`src/rtl/mem_stage_lsu.sv`:
```
// Memory-stage load/store unit: runs one data-memory transaction per access
// instruction over a req/gnt/rvalid bus and produces the registered MEM/WB fields.
//
// state  | meaning
// IDLE   | decode EX/MEM; non-access and rejected ops pass straight to MEM/WB
// REQ    | dmem_req held from latched fields until granted or timed out
// WAIT_R | load granted, waiting for dmem_rvalid
// DONE   | retire latched instruction into MEM/WB, EX/MEM advances
module mem_stage_lsu #(
    parameter int unsigned TIMEOUT = 255
) (
    input  logic        clk,
    input  logic        rst_n,
    input  logic        RegWrite_in,
    input  logic        MemRead_in,
    input  logic        MemWrite_in,
    input  logic        MemToReg_in,
    input  logic [2:0]  funct3_in,
    input  logic [31:0] alu_result_in,
    input  logic [31:0] rs2_data_in,
    input  logic [4:0]  rd_in,
    output logic        dmem_req,
    output logic        dmem_we,
    output logic [31:0] dmem_addr,
    output logic [31:0] dmem_wdata,
    output logic [3:0]  dmem_wstrb,
    input  logic        dmem_gnt,
    input  logic        dmem_rvalid,
    input  logic [31:0] dmem_rdata,
    output logic        mem_stall,
    output logic        RegWrite_out,
    output logic        MemToReg_out,
    output logic [31:0] alu_result_out,
    output logic [31:0] load_data_out,
    output logic [4:0]  rd_out,
    output logic        mem_err_out
);

    localparam int unsigned CW       = (TIMEOUT > 1) ? $clog2(TIMEOUT + 1) : 1;
    localparam int unsigned TMO_LAST = (TIMEOUT == 0) ? 0 : TIMEOUT - 1;

    typedef enum logic [1:0] {
        IDLE   = 2'd0,
        REQ    = 2'd1,
        WAIT_R = 2'd2,
        DONE   = 2'd3
    } state_t;

    typedef struct packed {
        logic        regwrite;
        logic        memtoreg;
        logic [31:0] alu;
        logic [31:0] ldata;
        logic [4:0]  rd;
        logic        err;
    } wb_t;

    state_t        r_state;
    logic [CW-1:0] r_cnt;
    logic [31:0]   r_addr;
    logic [31:0]   r_wdata;
    logic [2:0]    r_f3;
    logic [4:0]    r_rd;
    logic          r_regwrite;
    logic          r_memtoreg;
    logic          r_is_load;
    logic [31:0]   r_ldata;
    logic          r_tmo;
    wb_t           r_wb;

    logic          w_access;
    logic          w_f3_legal;
    logic          w_misaligned;
    logic          w_ok;
    logic          w_req;
    logic          w_tmo;
    logic [3:0]    w_st_strb;
    logic [31:0]   w_st_data;
    logic [7:0]    w_ld_byte;
    logic [15:0]   w_ld_half;
    logic [31:0]   w_ld_ext;

    // MemRead dominates when both access flags are set
    assign w_access = MemRead_in | MemWrite_in;

    always_comb begin
        case (funct3_in)
            3'b000, 3'b001, 3'b010: w_f3_legal = 1'b1;
            3'b100, 3'b101:         w_f3_legal = MemRead_in;
            default:                w_f3_legal = 1'b0;
        endcase
    end

    assign w_misaligned = ((funct3_in[1:0] == 2'b01) && alu_result_in[0]) ||
                          ((funct3_in[1:0] == 2'b10) && (alu_result_in[1:0] != 2'b00));
    assign w_ok  = w_f3_legal && !w_misaligned;
    assign w_req = (r_state == REQ);
    assign w_tmo = (TIMEOUT != 0) && (r_cnt == CW'(TMO_LAST));

    // Stall must read 0 while reset is asserted, even with an access op on the inputs
    assign mem_stall = rst_n &&
                       (((r_state == IDLE) && w_access && w_ok) ||
                        (r_state == REQ) || (r_state == WAIT_R));

    always_comb begin
        case (r_f3[1:0])
            2'b00: begin
                w_st_strb = 4'b0001 << r_addr[1:0];
                w_st_data = {4{r_wdata[7:0]}};
            end
            2'b01: begin
                w_st_strb = 4'b0011 << {r_addr[1], 1'b0};
                w_st_data = {2{r_wdata[15:0]}};
            end
            default: begin
                w_st_strb = 4'b1111;
                w_st_data = r_wdata;
            end
        endcase
    end

    assign dmem_req   = w_req;
    assign dmem_we    = w_req && !r_is_load;
    assign dmem_addr  = w_req ? {r_addr[31:2], 2'b00} : 32'd0;
    assign dmem_wstrb = (w_req && !r_is_load) ? w_st_strb : 4'd0;
    assign dmem_wdata = (w_req && !r_is_load) ? w_st_data : 32'd0;

    always_comb begin
        case (r_addr[1:0])
            2'd0:    w_ld_byte = dmem_rdata[7:0];
            2'd1:    w_ld_byte = dmem_rdata[15:8];
            2'd2:    w_ld_byte = dmem_rdata[23:16];
            default: w_ld_byte = dmem_rdata[31:24];
        endcase
    end

    assign w_ld_half = r_addr[1] ? dmem_rdata[31:16] : dmem_rdata[15:0];

    always_comb begin
        case (r_f3)
            3'b000:  w_ld_ext = {{24{w_ld_byte[7]}}, w_ld_byte};
            3'b001:  w_ld_ext = {{16{w_ld_half[15]}}, w_ld_half};
            3'b100:  w_ld_ext = {24'd0, w_ld_byte};
            3'b101:  w_ld_ext = {16'd0, w_ld_half};
            default: w_ld_ext = dmem_rdata;
        endcase
    end

    always_ff @(posedge clk or negedge rst_n) begin
        if (!rst_n) begin
            r_state    <= IDLE;
            r_cnt      <= '0;
            r_addr     <= '0;
            r_wdata    <= '0;
            r_f3       <= '0;
            r_rd       <= '0;
            r_regwrite <= 1'b0;
            r_memtoreg <= 1'b0;
            r_is_load  <= 1'b0;
            r_ldata    <= '0;
            r_tmo      <= 1'b0;
            r_wb       <= '0;
        end else begin
            r_wb <= '0;
            case (r_state)
                IDLE: begin
                    if (w_access && w_ok) begin
                        r_addr     <= alu_result_in;
                        r_wdata    <= rs2_data_in;
                        r_f3       <= funct3_in;
                        r_rd       <= rd_in;
                        r_regwrite <= RegWrite_in;
                        r_memtoreg <= MemToReg_in;
                        r_is_load  <= MemRead_in;
                        r_ldata    <= '0;
                        r_tmo      <= 1'b0;
                        r_cnt      <= '0;
                        r_state    <= REQ;
                    end else if (w_access) begin
                        r_wb <= '{1'b0, MemToReg_in, alu_result_in, 32'd0, rd_in, 1'b1};
                    end else begin
                        r_wb <= '{RegWrite_in, MemToReg_in, alu_result_in, 32'd0, rd_in, 1'b0};
                    end
                end
                REQ: begin
                    if (dmem_gnt) begin
                        r_cnt   <= '0;
                        r_state <= r_is_load ? WAIT_R : DONE;
                    end else if (w_tmo) begin
                        r_tmo   <= 1'b1;
                        r_state <= DONE;
                    end else begin
                        r_cnt <= r_cnt + CW'(1);
                    end
                end
                WAIT_R: begin
                    if (dmem_rvalid) begin
                        r_ldata <= w_ld_ext;
                        r_state <= DONE;
                    end else if (w_tmo) begin
                        r_tmo   <= 1'b1;
                        r_state <= DONE;
                    end else begin
                        r_cnt <= r_cnt + CW'(1);
                    end
                end
                DONE: begin
                    r_wb    <= '{r_regwrite && !r_tmo, r_memtoreg, r_addr, r_ldata, r_rd, r_tmo};
                    r_state <= IDLE;
                end
            endcase
        end
    end

    assign RegWrite_out   = r_wb.regwrite;
    assign MemToReg_out   = r_wb.memtoreg;
    assign alu_result_out = r_wb.alu;
    assign load_data_out  = r_wb.ldata;
    assign rd_out         = r_wb.rd;
    assign mem_err_out    = r_wb.err;

endmodule
```
`config.mk`:
```
export PLATFORM = sky130hd
export DESIGN_NAME = mem_stage_lsu
export DESIGN_NICKNAME = d
export VERILOG_FILES = /design/src/rtl/mem_stage_lsu.sv
export SDC_FILE = /design/constraint.sdc
export NUM_CORES = 1
export LEC_CHECK = 0
export CAP_MARGIN = 5
export CELL_PAD_IN_SITES_DETAIL_PLACEMENT = 0
export CELL_PAD_IN_SITES_GLOBAL_PLACEMENT = 2
export CORE_MARGIN = 5
export CORE_UTILIZATION = 30
export CTS_BUF_LIST = sky130_fd_sc_hd__clkbuf_4 sky130_fd_sc_hd__clkbuf_8 sky130_fd_sc_hd__clkbuf_16
export DETAILED_ROUTE_END_ITERATION = 7
export PLACE_DENSITY_LB_ADDON = 0.1
export SKIP_CTS_REPAIR_TIMING = 1
export SLEW_MARGIN = 40
export SYNTH_ARGS = -nofsm -noshare
export SYNTH_HDL_FRONTEND = slang
export SYNTH_SLANG_ARGS = --single-unit
export TNS_END_PERCENT = 20
```
`constraint.sdc`:
```
create_clock -name clk -period 2.9 [get_ports clk]
set_input_delay 0.435 -clock clk [delete_from_list [all_inputs] [get_ports clk]]
set_output_delay 0.435 -clock clk [all_outputs]
set_load 0.02 [all_outputs]
```
Yosys cells after proc, flatten, opt, wreduce, memory -nomap -nowiden --
Cells that the tools add are included.
Storage, ports and cells: word-level logic and storage cells 101, register bits 190, output and inout port bits 143
Operators by class: shifts and indexed selects 2, mux-type cells 31, eq/ne operators 20, add/subtract/negate cells 1, reduce and logical (&&, ||, !) cells 29, bitwise operators 1
Operator list (count):
- $mux W72 | 2
- $pmux W72 S2 | 1
- $mux W32 | 4
- $pmux W32 S2 | 2
- $pmux W32 S4 | 1
- $pmux W8 S3 | 2
- $mux W8 | 4
- $mux W16 | 1
- $eq A3 B3 Y1 const B | 4
- $logic_and A1 B1 Y1 | 9
- $add A8 B1 Y8 const B | 1
- $eq A2 B1 Y1 const B | 4
- $eq A2 B2 Y1 const B | 4
- $eq A8 B8 Y1 const B | 1
- $mux W2 | 4
- $pmux W2 S4 | 1
- $pmux W4 S2 | 1
- $eq A3 B1 Y1 const B | 2
- $logic_not A2 Y1 | 3
- $logic_not A3 Y1 | 2
- $ne A2 B2 Y1 const B | 3
- $reduce_and A3 Y1 | 2
- $mux W1 | 5
- $mux W4 | 1
- 15 further kinds | 20

Logic depth before layout (Yosys ltp) --
depth after elaboration 9, gate-level depth with buffers 9

Least setup slack after synthesis --
OpenSTA, ideal clock, no wires.
path kind register to output, start point register r_state[1], end point output dmem_wdata[14], setup slack 0.525 ns, arrival time 1.940 ns, cell stages (with the launch flop) 8, data required time 2.465 ns, cells stage by stage dfrtp_1 > inv_1 > ha_1 > clkbuf_1 > nand2b_1 > clkbuf_1 > clkbuf_1 > a21oi_1
On the way: cells in the longest elaborated chain, start to end 3
RTL lines:
- from (decl) | RTL line 58 | state_t r_state;
- from (signal assigned) | RTL line 188 | r_state <= r_is_load ? WAIT_R : DONE;
- $eq A2 B1 Y1 | RTL line 97 | assign w_req = (r_state == REQ);
- net dmem_req | RTL line 22 | output logic dmem_req,
- $logic_and A1 B1 Y1 | RTL line 126 | assign dmem_wdata = (w_req && !r_is_load) ? w_st_data : 32'd0;
- $mux W32 | RTL line 126
- to (decl) | RTL line 25 | output logic [31:0] dmem_wdata,
The timed path passes the listed nets, and every way through them passes these cells.

Worst setup path in the final report --
start point register r_state[0], end point output mem_stall
On the way: cells in the longest elaborated chain, start to end 6, elaborated cells between the ends (all ways) 8, those cells by class 2 x eq/ne; 6 x reduce/logical
RTL lines:
- $logic_not A2 Y1 | RTL line 102 | (((r_state == IDLE) && w_access && w_ok) ||
- $logic_and A1 B1 Y1 (2 in a row) | RTL line 102
- $logic_or A1 B1 Y1 | RTL line 102
- $logic_or A1 B1 Y1 (*) | RTL line 103 | (r_state == REQ) || (r_state == WAIT_R));
- $logic_and A1 B1 Y1 (*) | RTL line 101 | assign mem_stall = rst_n &&
- to (decl) | RTL line 30 | output logic mem_stall,
Every way passes the cells marked *; elsewhere a longest branch is shown, timed or not.

==> impl_metrics.yaml <==
status:
  status: "complete, no violations"
clock_network:
  clk_path_buf_depth: 2
  clkLatencyLatePin_ns: 0.44
  clkTransAtPathRegs_ns: 0.08
  cts_tree: "yes"
  root_buffer: "clkbuf_16"
  cts_max_level: 4
  cts.sinks: 190
  cts_made_buffers: 17
floorplan:
  die_w_um: 181
  num_io_pins: 255
  rows: 62
  coreArea_um2: 28800
  floorplan.initialDensity_pct: 30.4
  die-area_um2: 32700
  die_y_um: 181
final_layout:
  syn_to_final_growth_pct: 42.8
  multi_input_area_um2: 3720
  diodes: 0
  fillers: 2776
  fin_cells: 1389
  regArea_um2: 4760
  final_area_um2: 12500
  final_layout_size_suffix_gt1_share_pct: 15.2
  fin_util_pct: 43.5
  fin_nets: 1112
worst_setup_path:
  rrSetupSlack_ns: 0.63
  crit_end: "mem_stall"
  cp-start-kind: "register"
  startpoint: "r_state[0]"
  reg2reg_depth: 7
  critPathMaxFanout: 7
  required_ns: 2.47
  endpoint_kind: "output pin"
  reg2reg_to: "r_ldata[9]"
  timing.rr.start: "r_state[0]"
  cp_data_arrival_time_ns: 2.36
  crit_type: "reg -> out"
yosys:
  synth_cells: 745
  netlist-cell-type-count: 55
  synthSimpleGateAreaFrac_pct: 12.5
  ys.flop_type: "dfrtp_1"
  synth-compound-area-share_pct: 15.5
  synth_edf_count: 0
  synth-adder-area-share_pct: 1.14
  yosys.area_share.xor_xnor_pct: 0
  synth_mux_area_share_pct: 12.9
  ys_ff_latch: 190
  netlist_area_um2: 8760
  seq_area_frac_synth_pct: 54.3
  synth_area_per_cell_um2: 11.8
  synth_top_family_by_area: "compound AO/OA/AOI/OAI gates"
  ys_async_sr_fraction_pct: 100
  yosysWarningCount: 0
flow_run:
  max_cap_viol_count: 0
global_routing:
  overflow: 0
  grt_max_degree: 89
  antenna_found_initial: 3
  grt_pass1_wl_um: 43700
  grt_pass1_vias: 7141
  grt_usage_pct: 16.9
routing:
  drt_iter0_drc: 319
  via_count: 6814
  ant_nets: 0
  vias_per_cell: 4.91
  wl_per_cell_um: 20.2
  wl_um: 28000
  drc: 0
  dr.pass1.iters: 4
power:
  switching_share_pct: 39.9
  seqPwrFrac_pct: 33.2
  finalPower_mw: 12.7
  pwr-share-clk_pct: 19.5
  vdd_drop_max_v: 0.000383
  cellPowerDensity_nw_per_um2: 1010
  leakage_nw: 5.63
  pwr-share-comb_pct: 47.3
  internal-power_mw: 7.61
  switchingPower_mw: 5.06
placed_design:
  dp_hpwl_um: 19300
  place.gp.congestion: 0.749
  placed_area_um2: 11800
  dp.cells: 1356
  place.port_buffers: 252
  pre_cts_ws_ns: 0.180
sta:
  fin_hold_ws_ns: 0.461
  drv_slew: 0
  fin_crit_sh_pct: 96.2
  final.setup_skew_ns: 0.0180
  setup_slack_ns: 0.109
  fmax_mhz: 358
  min_period_ns: 2.79
  tns_ns: 0
  relSlewSlack_pct: 54.6
  setup_violations: 0
  worst_slew_pin_slew_ns: 0.680
  rsz0062_at_grt: "yes"
  hold_viol_final: 0
min_path:
  hold_path.class: "in -> async"
==> worst max-delay path, cell delays in order (launching register included) <==
cell and delay (ns):
dfrtp_1 0.46, inv_1 0.13, ha_1 0.33, nor3b_4 0.25, o31a_1 0.14, clkdlybuf4s50_1 0.61
==> power groups by stage <==
stage,Sequential (mW),Clock (mW),Combinational [mW]
floorplan,4.35,0,3.40
global placement,4.25,0,6.08
detailed placement,4.27,0,6.08
CTS,4.22,2.54,6.11
global route,4.35,2.64,6.50
finish,4.21,2.47,6.00
==> metal layers <==
| layer | up-vias | wire (um) | global-route usage [%] |
|---|---|---|---|
| li1 | 3175 | - | - |
| met5 | - | 44 | 0 |
| met3 | 19 | 2190 | 6.62 |
| met2 | 177 | 13000 | 26.6 |
| met4 | 6 | 197 | 3.33 |
| met1 | 3437 | 12600 | 22.3 |
==> cell usage after synthesis, types with 8 or more instances <==
master	instances	area (um2)
a21oi_1	30	150
ha_1	8	100
buf_2	19	95.1
clkbuf_1	29	109
nor2_1	37	139
inv_1	8	30.0
and2_1	71	444
mux2i_1	26	260
a21o_1	18	135
o21ai_0	13	65.1
dfrtp_1	190	4750
nand3_1	10	50.1
a22o_1	51	447
nand2_1	39	146
a32o_1	19	190
mux2_2	75	845
nor2b_1	8	50.1
==> cell type report <==
| class | count | area share [%] |
|---|---|---|
| Clock buffer | 17 | 3.40 |
| Clock inverter | 15 | 1.61 |
| Inverter | 10 | 0.300 |
| Multi-Input combinational cell | 488 | 29.7 |
| Sequential cell | 190 | 38.0 |
| Tap cell | 384 | 3.84 |
| Timing Repair Buffer | 285 | 23.1 |
==> logic make-up (layout without fill, tap and decap cells) <==
group	after synthesis	count (layout)
and+or+nand+nor	201	201
DFF	190	190
AOI/OAI and AO/OA	175	175
muxes	102	102
buffers and inverters	68	327
adders and majority gates	8	8
other	1	2
==> state kept, by name, indices dropped and copies added, names as in the netlist, 2 cells and up <==
| name | cells |
|---|---|
| r_wdata | 32 |
| r_rd | 5 |
| r_addr | 32 |
| rd_out | 5 |
| r_f3 | 3 |
| r_state | 2 |
| r_cnt | 8 |
| alu_result_out | 32 |
| load_data_out | 32 |
| r_ldata | 32 |
==> how the worst min path moves through the flow <==
| stage | slack [ns] | from | endpoint |
|---|---|---|---|
| final | 0.46 | rst_n | r_cnt[3] |
| after global routing | 0.51 | rst_n | r_addr[7] |
| after CTS | -0.13 | rst_n | r_addr[7] |
| after detailed placement | 0.36 | rst_n | r_cnt[3] |
| after global placement | 0.36 | rst_n | r_cnt[3] |
| after floorplan | 0.14 | rst_n | MemToReg_out |
==> layout by cell type, fill, tap and decap left out, drive strengths merged, types with 3 or more instances in the layout <==
master / instances
o21bai: 3
nor3: 5
mux2: 75
a31oi: 5
nand2: 39
a22oi: 6
nand3: 10
o41ai: 3
buf: 32
a32o: 19
inv: 12
nor2b: 8
nand3b: 4
o221ai: 6
dfrtp: 190
a2bb2oi: 5
and2: 71
o21ai: 14
mux2i: 26
clkdlybuf4s50: 239
nor2: 38
a21o: 18
ha: 8
nand4: 3
nor3b: 4
a211oi: 3
dlymetal6s2s: 12
and3b: 6
clkbuf: 18
a21oi: 30
clkinv: 13
a22o: 51
nand2b: 6
Note: power is estimated with default switching activity, not from simulation.
